<file path="src/rtl/hazard_ctrl_if.sv">
// Hazard controller bundle: pipeline-stage register fields and control bits
// going in, stall/flush/forward selects coming back out.
interface hazard_ctrl_if;
  // Decode stage
  logic [4:0] RsD;
  logic [4:0] RtD;
  logic       BranchD;
  logic       Jump_RD;
  logic [3:0] MulOpD;
  logic [1:0] MTHILOD;
  logic [1:0] MFHILOD;
  // Execute stage
  logic [4:0] RsE;
  logic [4:0] RtE;
  logic [4:0] WriteRegE;
  logic       RegWriteE;
  logic       MemtoRegE;
  logic       cpztoRegE;
  logic [3:0] MulOpE;
  // Memory stage
  logic [4:0] WriteRegM;
  logic       RegWriteM;
  logic       MemtoRegM;
  logic       cpztoRegM;
  // Writeback stage
  logic [4:0] WriteRegW;
  logic       RegWriteW;
  // Exception / eret redirect
  logic       ExcFlush;
  // Controller outputs
  logic       StallF;
  logic       StallD;
  logic       FlushD;
  logic       FlushE;
  logic       FlushM;
  logic       ForwardAD;
  logic       ForwardBD;
  logic [1:0] ForwardAE;
  logic [1:0] ForwardBE;
  logic       MDBusy;

  // Pipeline datapath side: supplies stage state, consumes controls
  modport master (
    output RsD, RtD, BranchD, Jump_RD, MulOpD, MTHILOD, MFHILOD,
    output RsE, RtE, WriteRegE, RegWriteE, MemtoRegE, cpztoRegE, MulOpE,
    output WriteRegM, RegWriteM, MemtoRegM, cpztoRegM,
    output WriteRegW, RegWriteW, ExcFlush,
    input  StallF, StallD, FlushD, FlushE, FlushM,
    input  ForwardAD, ForwardBD, ForwardAE, ForwardBE, MDBusy
  );

  // Hazard controller side
  modport slave (
    input  RsD, RtD, BranchD, Jump_RD, MulOpD, MTHILOD, MFHILOD,
    input  RsE, RtE, WriteRegE, RegWriteE, MemtoRegE, cpztoRegE, MulOpE,
    input  WriteRegM, RegWriteM, MemtoRegM, cpztoRegM,
    input  WriteRegW, RegWriteW, ExcFlush,
    output StallF, StallD, FlushD, FlushE, FlushM,
    output ForwardAD, ForwardBD, ForwardAE, ForwardBE, MDBusy
  );
endinterface

</file>
<file path="src/rtl/hazard_ctrl.sv">
// Five-stage pipeline hazard controller: load-use, branch-operand and
// HI/LO interlocks, exception flushes, operand forwarding selects, and the
// multiply/divide busy counter.
module hazard_ctrl #(
  parameter int unsigned MULT_CYCLES = 5,
  parameter int unsigned DIV_CYCLES  = 10
) (
  input  logic         clk,
  input  logic         reset,
  hazard_ctrl_if.slave hz
);

  localparam logic [3:0] MULT_LOAD = 4'(MULT_CYCLES);
  localparam logic [3:0] DIV_LOAD  = 4'(DIV_CYCLES);

  logic [3:0] count_q;
  logic [3:0] count_d;

  logic start_e;
  logic start_is_div;
  logic md_busy;
  logic md_use_d;
  logic md_stall;
  logic load_stall;
  logic branch_stall;
  logic stall;

  // Destination-field hits; register 0 never counts as a producer.
  logic e_hits_rs_d, e_hits_rt_d;
  logic m_hits_rs_d, m_hits_rt_d;
  logic m_hits_rs_e, m_hits_rt_e;
  logic w_hits_rs_e, w_hits_rt_e;

  assign e_hits_rs_d = (hz.WriteRegE != 5'd0) && (hz.WriteRegE == hz.RsD);
  assign e_hits_rt_d = (hz.WriteRegE != 5'd0) && (hz.WriteRegE == hz.RtD);
  assign m_hits_rs_d = (hz.WriteRegM != 5'd0) && (hz.WriteRegM == hz.RsD);
  assign m_hits_rt_d = (hz.WriteRegM != 5'd0) && (hz.WriteRegM == hz.RtD);
  assign m_hits_rs_e = (hz.WriteRegM != 5'd0) && (hz.WriteRegM == hz.RsE);
  assign m_hits_rt_e = (hz.WriteRegM != 5'd0) && (hz.WriteRegM == hz.RtE);
  assign w_hits_rs_e = (hz.WriteRegW != 5'd0) && (hz.WriteRegW == hz.RsE);
  assign w_hits_rt_e = (hz.WriteRegW != 5'd0) && (hz.WriteRegW == hz.RtE);

  // Opcodes 1-2 start a multiply, 3-4 a divide; other nonzero codes only use HI/LO.
  assign start_e      = (hz.MulOpE >= 4'd1) && (hz.MulOpE <= 4'd4);
  assign start_is_div = (hz.MulOpE >= 4'd3);
  assign md_busy      = (count_q != 4'd0);

  // Busy counter next state: exceptions may not launch a new operation.
  always_comb begin
    // NOTE: assigning a default first keeps every path driven, so no latch is inferred.
    count_d = count_q;
    if (hz.ExcFlush) begin
      if (md_busy) count_d = count_q - 4'd1;
    end else if (start_e && !md_busy) begin
      count_d = start_is_div ? DIV_LOAD : MULT_LOAD;
    end else if (md_busy) begin
      count_d = count_q - 4'd1;
    end
  end

  // Busy counter register; reset aborts any in-flight window immediately.
  always_ff @(posedge clk or negedge reset) begin
    // NOTE: non-blocking assignment so every flop samples pre-edge values.
    if (!reset) count_q <= 4'd0;
    else        count_q <= count_d;
  end

  // Stall and flush decisions from the current stage contents.
  always_comb begin
    md_use_d   = (hz.MulOpD != 4'd0) || (hz.MTHILOD != 2'd0) || (hz.MFHILOD != 2'd0);
    md_stall   = md_use_d && (md_busy || start_e);
    load_stall = (hz.MemtoRegE || hz.cpztoRegE) && (e_hits_rs_d || e_hits_rt_d);

    // jr/jalr only read rs; branches compare rs and rt in decode.
    branch_stall = (hz.BranchD || hz.Jump_RD) &&
                   ((hz.RegWriteE && (e_hits_rs_d || (hz.BranchD && e_hits_rt_d))) ||
                    ((hz.MemtoRegM || hz.cpztoRegM) &&
                     (m_hits_rs_d || (hz.BranchD && m_hits_rt_d))));

    stall     = md_stall || load_stall || branch_stall;
    hz.StallF = stall && !hz.ExcFlush;
    hz.StallD = stall && !hz.ExcFlush;
    hz.FlushE = stall || hz.ExcFlush;
    hz.FlushD = hz.ExcFlush;
    hz.FlushM = hz.ExcFlush;
  end

  // Forwarding selects: M has priority over W in execute; decode only takes ALU results from M.
  always_comb begin
    hz.ForwardAE = 2'd0;
    hz.ForwardBE = 2'd0;
    if (hz.RegWriteM && m_hits_rs_e)      hz.ForwardAE = 2'd2;
    else if (hz.RegWriteW && w_hits_rs_e) hz.ForwardAE = 2'd1;
    if (hz.RegWriteM && m_hits_rt_e)      hz.ForwardBE = 2'd2;
    else if (hz.RegWriteW && w_hits_rt_e) hz.ForwardBE = 2'd1;
    hz.ForwardAD = hz.RegWriteM && !hz.MemtoRegM && !hz.cpztoRegM && m_hits_rs_d;
    hz.ForwardBD = hz.RegWriteM && !hz.MemtoRegM && !hz.cpztoRegM && m_hits_rt_d;
  end

  assign hz.MDBusy = md_busy;

endmodule

</file>
<file path="src/flat_wrapper.sv">
// flat-port wrapper written by rule: the top's interface ports become plain ports
module hazard_ctrl_flat 
#(
  parameter int unsigned MULT_CYCLES = 5,
  parameter int unsigned DIV_CYCLES  = 10
)
  (clk, reset, hz_RsD, hz_RtD, hz_BranchD, hz_Jump_RD, hz_MulOpD, hz_MTHILOD, hz_MFHILOD, hz_RsE, hz_RtE, hz_WriteRegE, hz_RegWriteE, hz_MemtoRegE, hz_cpztoRegE, hz_MulOpE, hz_WriteRegM, hz_RegWriteM, hz_MemtoRegM, hz_cpztoRegM, hz_WriteRegW, hz_RegWriteW, hz_ExcFlush, hz_StallF, hz_StallD, hz_FlushD, hz_FlushE, hz_FlushM, hz_ForwardAD, hz_ForwardBD, hz_ForwardAE, hz_ForwardBE, hz_MDBusy);
  hazard_ctrl_if hz_i ();
  input  logic clk;
  input  logic reset;
  input wire logic [$bits(hz_i.RsD)-1:0] hz_RsD;
  input wire logic [$bits(hz_i.RtD)-1:0] hz_RtD;
  input wire logic [$bits(hz_i.BranchD)-1:0] hz_BranchD;
  input wire logic [$bits(hz_i.Jump_RD)-1:0] hz_Jump_RD;
  input wire logic [$bits(hz_i.MulOpD)-1:0] hz_MulOpD;
  input wire logic [$bits(hz_i.MTHILOD)-1:0] hz_MTHILOD;
  input wire logic [$bits(hz_i.MFHILOD)-1:0] hz_MFHILOD;
  input wire logic [$bits(hz_i.RsE)-1:0] hz_RsE;
  input wire logic [$bits(hz_i.RtE)-1:0] hz_RtE;
  input wire logic [$bits(hz_i.WriteRegE)-1:0] hz_WriteRegE;
  input wire logic [$bits(hz_i.RegWriteE)-1:0] hz_RegWriteE;
  input wire logic [$bits(hz_i.MemtoRegE)-1:0] hz_MemtoRegE;
  input wire logic [$bits(hz_i.cpztoRegE)-1:0] hz_cpztoRegE;
  input wire logic [$bits(hz_i.MulOpE)-1:0] hz_MulOpE;
  input wire logic [$bits(hz_i.WriteRegM)-1:0] hz_WriteRegM;
  input wire logic [$bits(hz_i.RegWriteM)-1:0] hz_RegWriteM;
  input wire logic [$bits(hz_i.MemtoRegM)-1:0] hz_MemtoRegM;
  input wire logic [$bits(hz_i.cpztoRegM)-1:0] hz_cpztoRegM;
  input wire logic [$bits(hz_i.WriteRegW)-1:0] hz_WriteRegW;
  input wire logic [$bits(hz_i.RegWriteW)-1:0] hz_RegWriteW;
  input wire logic [$bits(hz_i.ExcFlush)-1:0] hz_ExcFlush;
  output wire logic [$bits(hz_i.StallF)-1:0] hz_StallF;
  output wire logic [$bits(hz_i.StallD)-1:0] hz_StallD;
  output wire logic [$bits(hz_i.FlushD)-1:0] hz_FlushD;
  output wire logic [$bits(hz_i.FlushE)-1:0] hz_FlushE;
  output wire logic [$bits(hz_i.FlushM)-1:0] hz_FlushM;
  output wire logic [$bits(hz_i.ForwardAD)-1:0] hz_ForwardAD;
  output wire logic [$bits(hz_i.ForwardBD)-1:0] hz_ForwardBD;
  output wire logic [$bits(hz_i.ForwardAE)-1:0] hz_ForwardAE;
  output wire logic [$bits(hz_i.ForwardBE)-1:0] hz_ForwardBE;
  output wire logic [$bits(hz_i.MDBusy)-1:0] hz_MDBusy;
  assign hz_i.RsD = hz_RsD;
  assign hz_i.RtD = hz_RtD;
  assign hz_i.BranchD = hz_BranchD;
  assign hz_i.Jump_RD = hz_Jump_RD;
  assign hz_i.MulOpD = hz_MulOpD;
  assign hz_i.MTHILOD = hz_MTHILOD;
  assign hz_i.MFHILOD = hz_MFHILOD;
  assign hz_i.RsE = hz_RsE;
  assign hz_i.RtE = hz_RtE;
  assign hz_i.WriteRegE = hz_WriteRegE;
  assign hz_i.RegWriteE = hz_RegWriteE;
  assign hz_i.MemtoRegE = hz_MemtoRegE;
  assign hz_i.cpztoRegE = hz_cpztoRegE;
  assign hz_i.MulOpE = hz_MulOpE;
  assign hz_i.WriteRegM = hz_WriteRegM;
  assign hz_i.RegWriteM = hz_RegWriteM;
  assign hz_i.MemtoRegM = hz_MemtoRegM;
  assign hz_i.cpztoRegM = hz_cpztoRegM;
  assign hz_i.WriteRegW = hz_WriteRegW;
  assign hz_i.RegWriteW = hz_RegWriteW;
  assign hz_i.ExcFlush = hz_ExcFlush;
  assign hz_StallF = hz_i.StallF;
  assign hz_StallD = hz_i.StallD;
  assign hz_FlushD = hz_i.FlushD;
  assign hz_FlushE = hz_i.FlushE;
  assign hz_FlushM = hz_i.FlushM;
  assign hz_ForwardAD = hz_i.ForwardAD;
  assign hz_ForwardBD = hz_i.ForwardBD;
  assign hz_ForwardAE = hz_i.ForwardAE;
  assign hz_ForwardBE = hz_i.ForwardBE;
  assign hz_MDBusy = hz_i.MDBusy;
  hazard_ctrl #(.MULT_CYCLES(MULT_CYCLES), .DIV_CYCLES(DIV_CYCLES)) u_core (.clk(clk), .reset(reset), .hz(hz_i));
endmodule
</file>
<file path="config.mk">
export PLATFORM = sky130hd
export DESIGN_NAME = hazard_ctrl_flat
export DESIGN_NICKNAME = d
export VERILOG_FILES = /design/src/rtl/hazard_ctrl_if.sv /design/src/rtl/hazard_ctrl.sv /design/src/flat_wrapper.sv
export SDC_FILE = /design/constraint.sdc
export NUM_CORES = 1
export LEC_CHECK = 0
export CELL_PAD_IN_SITES_DETAIL_PLACEMENT = 0
export CELL_PAD_IN_SITES_GLOBAL_PLACEMENT = 1
export CORE_MARGIN = 4
export CORE_UTILIZATION = 24
export CTS_BUF_LIST = sky130_fd_sc_hd__clkbuf_8
export CTS_CLUSTER_DIAMETER = 30
export CTS_CLUSTER_SIZE = 24
export DETAILED_ROUTE_END_ITERATION = 7
export GPL_TIMING_DRIVEN = 0
export PLACE_DENSITY = 0.87
export SLEW_MARGIN = 25
export SYNTH_ARGS = -nofsm -noshare
export SYNTH_HDL_FRONTEND = slang
export SYNTH_SLANG_ARGS = --single-unit
export TNS_END_PERCENT = 30
</file>
<file path="constraint.sdc">
create_clock -name clk -period 3.6 [get_ports clk]
set_input_delay 0.9 -clock clk [delete_from_list [all_inputs] [get_ports clk]]
set_output_delay 0.9 -clock clk [all_outputs]
set_load 0.02 [all_outputs]
</file>
; After elaboration in Yosys (flattened, before gate mapping)
; Index checks and enable logic that the tools add are counted.
; Widths: inputs -> output; s select.
[totals]
output_inout_bits = 12
register_bits = 4
elab_cells = 71
[op_classes]
n_lt_le_gt_ge = 3
reduce_logical = 50
n_mux = 8
addsub = 1
n_eq_ne = 8
[op_table]
columns = cell, n
row1 = $eq 5x5->1, 8
row2 = $logic_and 1x1->1, 26
row3 = $mux 4, 4
row4 = $reduce_bool 5->1, 3
row5 = $logic_or 1x1->1, 13
row6 = $reduce_bool 4->1, 2
row7 = $ge 4x1->1 const B, 1
row8 = $ge 4x2->1 const B, 1
row9 = $le 4x3->1 const B, 1
row10 = $logic_not 1->1, 4
row11 = $mux 2, 2
row12 = $reduce_bool 2->1, 2
row13 = $sub 4x1->4 const B, 1
row14 = $mux 1, 2

; Longest topological paths before layout
; Gate-level depths: netlist of the first run.
[logic_depth]
depth_word = 9
ltp_mapped = 7
ltp_nobuf = 6

; Worst setup path after synthesis of the first run
; OpenSTA, ideal clock, no wires.
[synth_timing]
kind = input -> output
start = in hz_WriteRegM[1]
end = out hz_ForwardAE[0]
t_required_ns = 2.700
path_buffers = 1
arrival_time_ns = 2.393
path_stages = 6
slack_ns = 0.307
path_cell_list = buf_2 > nor3_1 > nand2_1 > nand2_1 > nor4_1 > nor4_1
[synth_via]
elab_chain_cells = 4
[synth_rtl]
columns = element, line
row1 = "start, declared", flat_wrapper.sv:25  ; input wire logic [$bits(hz_i.WriteRegM)-1:0] hz_WriteRegM;
row2 = $eq 5x5->1 or $reduce_bool 5->1 (tied branches), hazard_ctrl.sv:38  ; assign m_hits_rs_e = (hz.WriteRegM != 5'd0) && (hz.WriteRegM == hz.RsE);
row3 = $logic_and 1x1->1 (*), hazard_ctrl.sv:38
row4 = $logic_and 1x1->1 (*), hazard_ctrl.sv:92  ; if (hz.RegWriteM && m_hits_rs_e) hz.ForwardAE = 2'd2;
row5 = $mux 2 (*), hazard_ctrl.sv:92
row6 = "end, declared", flat_wrapper.sv:39  ; output wire logic [$bits(hz_i.ForwardAE)-1:0] hz_ForwardAE;
; Every way passes the cells marked *; elsewhere a longest branch is shown, timed or not.

; Worst setup path in the final report of the first run
[layout_timing]
start = in hz_WriteRegE[3]
end = out hz_FlushE
[layout_via]
elab_chain_cells = 9
[layout_rtl]
columns = element, line
row1 = "start, declared", flat_wrapper.sv:20  ; input wire logic [$bits(hz_i.WriteRegE)-1:0] hz_WriteRegE;
row2 = $eq 5x5->1 or $reduce_bool 5->1 (tied branches), "hazard_ctrl.sv:35, hazard_ctrl.sv:34"
row3 = $logic_and 1x1->1, hazard_ctrl.sv:35  ; assign e_hits_rt_d = (hz.WriteRegE != 5'd0) && (hz.WriteRegE == hz.RtD);
row4 = $logic_and 1x1->1, hazard_ctrl.sv:76  ; ((hz.RegWriteE && (e_hits_rs_d || (hz.BranchD && e_hits_rt_d))) ||
row5 = $logic_or 1x1->1, hazard_ctrl.sv:76
row6 = $logic_and 1x1->1, hazard_ctrl.sv:76
row7 = $logic_or 1x1->1, hazard_ctrl.sv:76
row8 = $logic_and 1x1->1, hazard_ctrl.sv:75  ; branch_stall = (hz.BranchD || hz.Jump_RD) &&
row9 = $logic_or 1x1->1 (*), hazard_ctrl.sv:80  ; stall = md_stall || load_stall || branch_stall;
row10 = $logic_or 1x1->1 (*), hazard_ctrl.sv:83  ; hz.FlushE = stall || hz.ExcFlush;
row11 = "end, declared", flat_wrapper.sv:35  ; output wire logic [$bits(hz_i.FlushE)-1:0] hz_FlushE;
; Marked as above.

==> flow_summary.yaml, run 1 <==
setup_path:
  path_cells: "clkdlybuf4s50_1 -> xor2_1 -> nor3_2 -> a41oi_1 -> a211o_1 -> nand3b_1 -> clkdlybuf4s15_1"
  critPathKind: "primary input to output pin"
  cp.required_ns: 2.70
  crit_fanout: 3
  crit_slowest_cell: "clkdlybuf4s50_1"
  endpoint_kind: "output pin"
  max_stage_delay_ns: 0.47
  cp.arrival_ns: 2.59
  worstSetupStartpointType: "primary input"
  rr_worst_depth: 5
finish:
  max_flop_register: "u_core.count_q"
  drive_gt1_share_pct: 10.7
  layout_common_cells: "clkdlybuf4s50_1 (56), xor2_1 (28), xnor2_1 (12)"
  largest_reg_flops: 4
  reg_top3: "u_core.count_q: 4 flops"
  syn_to_final_growth_pct: 83.3
  final_common_cell: "clkdlybuf4s50_1"
  final_nets: 249
  regArea_sq_um: 100
  nFillCells: 374
  diodes: 0
  multi_input_area_sq_um: 758
logic_synthesis:
  synth_enable_flop_cells: 0
  synth_top_flop_cell: "dfrtp_1"
  syn-num-nets: 179
  syn_area_sq_um: 906
  synth_warnings: 0
  yosys-top-cells-area: "xor2_1 (27%), xnor2_1 (12%), dfrtp_1 (11%)"
  synth_cells: 119
  avgSynthCellArea_sq_um: 7.61
  ys_seq_area_share_pct: 11.0
  synth_largest_area_cell: "xor2_1"
  synth_top_area_share_pct: 27.1
  synth_seq_cells: 4
  synth_cell_types: 32
  async_reset_ff_share_pct: 100
die:
  ios: 71
  die_x_um: 69.4
  fp.coreArea_sq_mm: 0.00366
  placementRows: 22
  die-area_sq_mm: 0.00482
  die_h_um: 69.4
  start_util_pct: 24.7
drt:
  viasPerCell: 4.58
  vias: 1076
  firstDrtPassIters: 4
  drtIter0Drc: 43
  drc: 0
  ant_nets: 0
  routedWlPerCell_um: 12.3
  wirelength_mm: 2.90
flow_run:
  maxCapViolations: 0
sta:
  timing.slew.headroom_pct: 69.4
  period_needed_ns: 3.49
  rsz0062_at_grt: "false"
  fin_crit_sh_pct: 96.9
  postLayoutSetupSlackWorst_ns: 0.111
  worst_pin_slew_ns: 0.455
  max_freq_mhz: 287
  fin_skew_ns: 0.00387
  setup_viol: 0
  hold_viol_final: 0
  slew_violations: 0
  fin_hold_ws_ns: 0.497
clocking:
  clk_pin_slew_worst_paths_ns: 0.03
  h-tree-depth: 1
  insertion_delay_ns: 0.21
  cts-buffers-inserted: 3
  cts_tree: "done"
  cts.sinks: 4
  cts_buffer_depth: 2
  clockRootBuffer: "clkbuf_8"
pwr:
  p_leak_nw: 0.661
  powerDensity_mw_per_mm2: 275
  ir_worst_vdd_uv: 148
  fin_total_pwr_mw: 0.456
grt:
  grt_usage_pct: 12.0
  gr-total-overflow: 0
  grt_max_degree: 6
  grt_pass1_vias: 1118
  grt_first_pass_wirelength_mm: 4.88
  antenna_found_initial: 0
min_path:
  hold_class: "flop to flop"
  hold_path_depth: 1
status:
  status: "finished, final reports clean"
place:
  dp_slack_ns: -0.423
  numPortBuffers: 65
  gp_congestion: 0.773
  hpwl_mm: 2.58
worst max-delay path, delay by kind of cell:
kind            cells  cell delay (ns)
compound gates      2             0.41
xor+xnor            1             0.19
buf+inv             2             0.78
simple gates        2             0.30
final timing paths:
kind                                    from                 to  slack (ns)
hold / removal             u_core.count_q[2]  u_core.count_q[3]        0.50
hold reg to reg            u_core.count_q[2]  u_core.count_q[3]        0.50
max in group asynchronous              reset  u_core.count_q[2]        2.54
setup reg to reg           u_core.count_q[0]  u_core.count_q[0]        2.34
setup / recovery             hz_WriteRegE[3]          hz_FlushE        0.11
min in group asynchronous              reset  u_core.count_q[3]        0.89
synth_stat cells, drive strengths merged (4+ instances only):
cell,instances
buf,8
dfrtp,4
nand2,5
nand3,4
nor2,9
nor3,12
nor4,8
o21ai,4
xnor2,12
xor2,28
power by group:
part           total (mW)  switching (mW)  internal [mW]
registers          0.0924          0.0236         0.0688
clock network      0.0925          0.0214         0.0711
logic               0.271           0.124          0.147
total               0.456           0.169          0.287
cell type report:
cell class	count	share of cell area [%]
clock buffers	3	2.49
inverters	3	0.678
repair buffers	65	38.3
multi-input cells	104	45.7
flip-flops and latches	4	6.03
well taps	48	3.62
plain buffers	8	3.24
per-layer routing:
layer,vias up,global-route usage [%],part of all wire (%)
met5,-,0,0
met4,0,1.30,0
met3,0,4.93,11
met2,45,21.3,50
met1,470,13.7,39
li1,561,-,-
cell families after synthesis:
kind of cell | count (synthesis) | synth area share, %
buffers and inverters | 11 | 7.18
xor gates and xnor gates | 40 | 38.7
adders and majority gates | 1 | 1.38
AOI/OAI and AO/OA | 18 | 14.2
DFF | 4 | 11.1
muxes | 2 | 2.21
and+or+nand+nor | 43 | 25.3
timing repair:
action                                  in CTS  in global routing
hold endpoints to repair                     0                  0
setup buffers                                0                  0
gates resized for setup                     14                  6
hold buffers                                 0                  0
endpoints found under the setup margin       8                  4
cloned                                       0                  0
through the flow:
stage          area (sq um)  setup TNS [ns]  utilization (%)  instances
4_1_cts                1650               0             45.0        235
6_report               1660               0             45.4        235
3_5_place_dp           1620           -1.53             44.2        232
5_1_grt                1660               0             45.4        235
2_1_floorplan           906               0                -        119
3_3_place_gp           1620           -1.49             44.2        232
(Power assumes the default switching activity.)
==> run 2, diff against run 1 <==
- PLACE_DENSITY: 0.87 -> 0.89
==> run 2 against run 1 <==
Against the previous run: via count is 1.1% lower; routed wire length is 2.5% lower; combinational power hardly changed; sequential cell count stayed put; cell count stayed put; clock power hardly changed; fmax is 0.18% higher; critical path depth stayed put; final area is 0.60% lower; clock skew hardly changed; sequential share of layout area hardly changed; global-route usage is 0.36 points lower; critical path type unchanged; largest power group unchanged.
==> flow_summary.yaml, run 2 (synthesis gave the netlist of run 1 again) <==
sta:
  slew_violations: 0
  max_freq_mhz: 287
  setup_viol: 0
  fin_skew_ns: 0.00352
  rsz0062_at_grt: "false"
  worst_pin_slew_ns: 0.371
  hold_viol_final: 0
  fin_crit_sh_pct: 96.7
  timing.slew.headroom_pct: 75.0
  period_needed_ns: 3.48
setup_path:
  worstSetupStartpointType: "primary input"
  endpoint_kind: "output pin"
  r2r_end: "u_core.count_q[0]"
  startpoint: "hz_WriteRegE[3]"
  rr_worst_depth: 5
  cp.required_ns: 2.70
  reg2reg_slack_ns: 2.34
  cp.arrival_ns: 2.58
  crit_fanout: 3
  r2r_start: "u_core.count_q[0]"
  critPathKind: "primary input to output pin"
place:
  numPortBuffers: 65
  post_dp_cell_area_sq_mm: 0.00162
  placedCellCount: 232
  hpwl_mm: 2.52
  gp_congestion: 0.746
finish:
  nFillCells: 371
  final_common_cell: "clkdlybuf4s50_1"
  reg_top3: "u_core.count_q: 4 flops"
  max_flop_register: "u_core.count_q"
  diodes: 0
  syn_to_final_growth_pct: 82.2
  drive_gt1_share_pct: 10.2
  final_cell_area_sq_mm: 0.00165
  final_nets: 249
  layout_common_cells: "clkdlybuf4s50_1 (56), xor2_1 (28), xnor2_1 (12)"
  layoutNonFillerInstCount: 235
  largest_reg_flops: 4
flow_run:
  maxCapViolations: 0
drt:
  routedWlPerCell_um: 12.0
  drtIter0Drc: 25
  vias: 1064
  drc: 0
  viasPerCell: 4.53
  wirelength_mm: 2.83
  firstDrtPassIters: 4
  ant_nets: 0
clocking:
  cts-buffers-inserted: 3
  clockRootBuffer: "clkbuf_8"
  cts.sinks: 4
  cts_buffer_depth: 2
  cts_tree: "done"
  insertion_delay_ns: 0.21
  clk_pin_slew_worst_paths_ns: 0.03
  h-tree-depth: 1
grt:
  gr-total-overflow: 0
  grt_first_pass_wirelength_mm: 4.71
  grt_max_degree: 6
  grt_pass1_vias: 1130
  grt_usage_pct: 11.6
  antenna_found_initial: 0
pwr:
  fin_total_pwr_mw: 0.454
  ir_worst_vdd_uv: 139
  powerDensity_mw_per_mm2: 275
  p_leak_nw: 0.646
die:
  fp.coreArea_sq_mm: 0.00366
  die-area_sq_mm: 0.00482
  ios: 71
  start_util_pct: 24.7
  die_h_um: 69.4
  die_x_um: 69.4
  placementRows: 22
status:
  status: "finished, final reports clean"
min_path:
  hold_class: "flop to flop"
  hold_path_depth: 1
  min_to: "u_core.count_q[3]"
  min_from: "u_core.count_q[2]"
## run 2: stage by stage
step	hold WS (ns)	worst slack [ns]	utilization (%)	TNS, ns
6_report	0.495	0.118	45.1	0
5_1_grt	0.522	0.00458	45.1	0
4_1_cts	0.496	0.00786	45.2	0
3_5_place_dp	0.506	-0.425	44.2	-1.49
3_3_place_gp	0.504	-0.432	44.2	-1.57
2_1_floorplan	0.475	0.307	-	0
## run 2: layout make-up
cell class / count / area, sq um / area share [%]
Buffer: 8 / 53.8 / 3.26
Tap cell: 48 / 60.1 / 3.64
Inverter: 3 / 11.3 / 0.682
Timing Repair Buffer: 65 / 632 / 38.3
Clock buffer: 3 / 41.3 / 2.50
Sequential cell: 4 / 100 / 6.07
Multi-Input combinational cell: 104 / 752 / 45.6
## run 2: repair_timing
action,4_1_cts,5_1_grt
resized for setup,14,4
hold buffers,0,0
hold endpoints to repair,0,0
setup endpoints to repair,9,3
buffers inserted,0,0
## run 2: where the power goes
group          switching [mW]  internal, mW
sequential             0.0227        0.0688
clock                  0.0214        0.0711
combinational           0.124         0.146
## run 2: per-layer routing
layer	vias up	share of wire [%]	global-route usage [%]
li1	559	-	-
met5	-	0	0
met1	464	41	13.1
met2	41	50	21.1
met4	0	0	1.74
met3	0	8.5	4.20
## run 2: worst max-delay path: stages
cell	delay (ns)
clkdlybuf4s50_1	0.47
xor2_1	0.20
nor3_2	0.21
a41oi_1	0.13
a211o_1	0.27
nand3b_1	0.09
clkdlybuf4s15_1	0.31
## run 2: worst max-delay path by stage
stage,cells after the start,to
finish,7,hz_FlushE
global route,6,hz_ForwardAE[0]
CTS,6,hz_ForwardAE[0]
detailed placement,8,hz_StallF
global placement,8,hz_StallF
floorplan,6,hz_ForwardAE[0]
==> run 3, diff against run 2 <==
- HOLD_SLACK_MARGIN: not set -> 0.03
==> results of run 3 <==
Same layout as run 2: the final DEF is identical, and so are final timing and power.
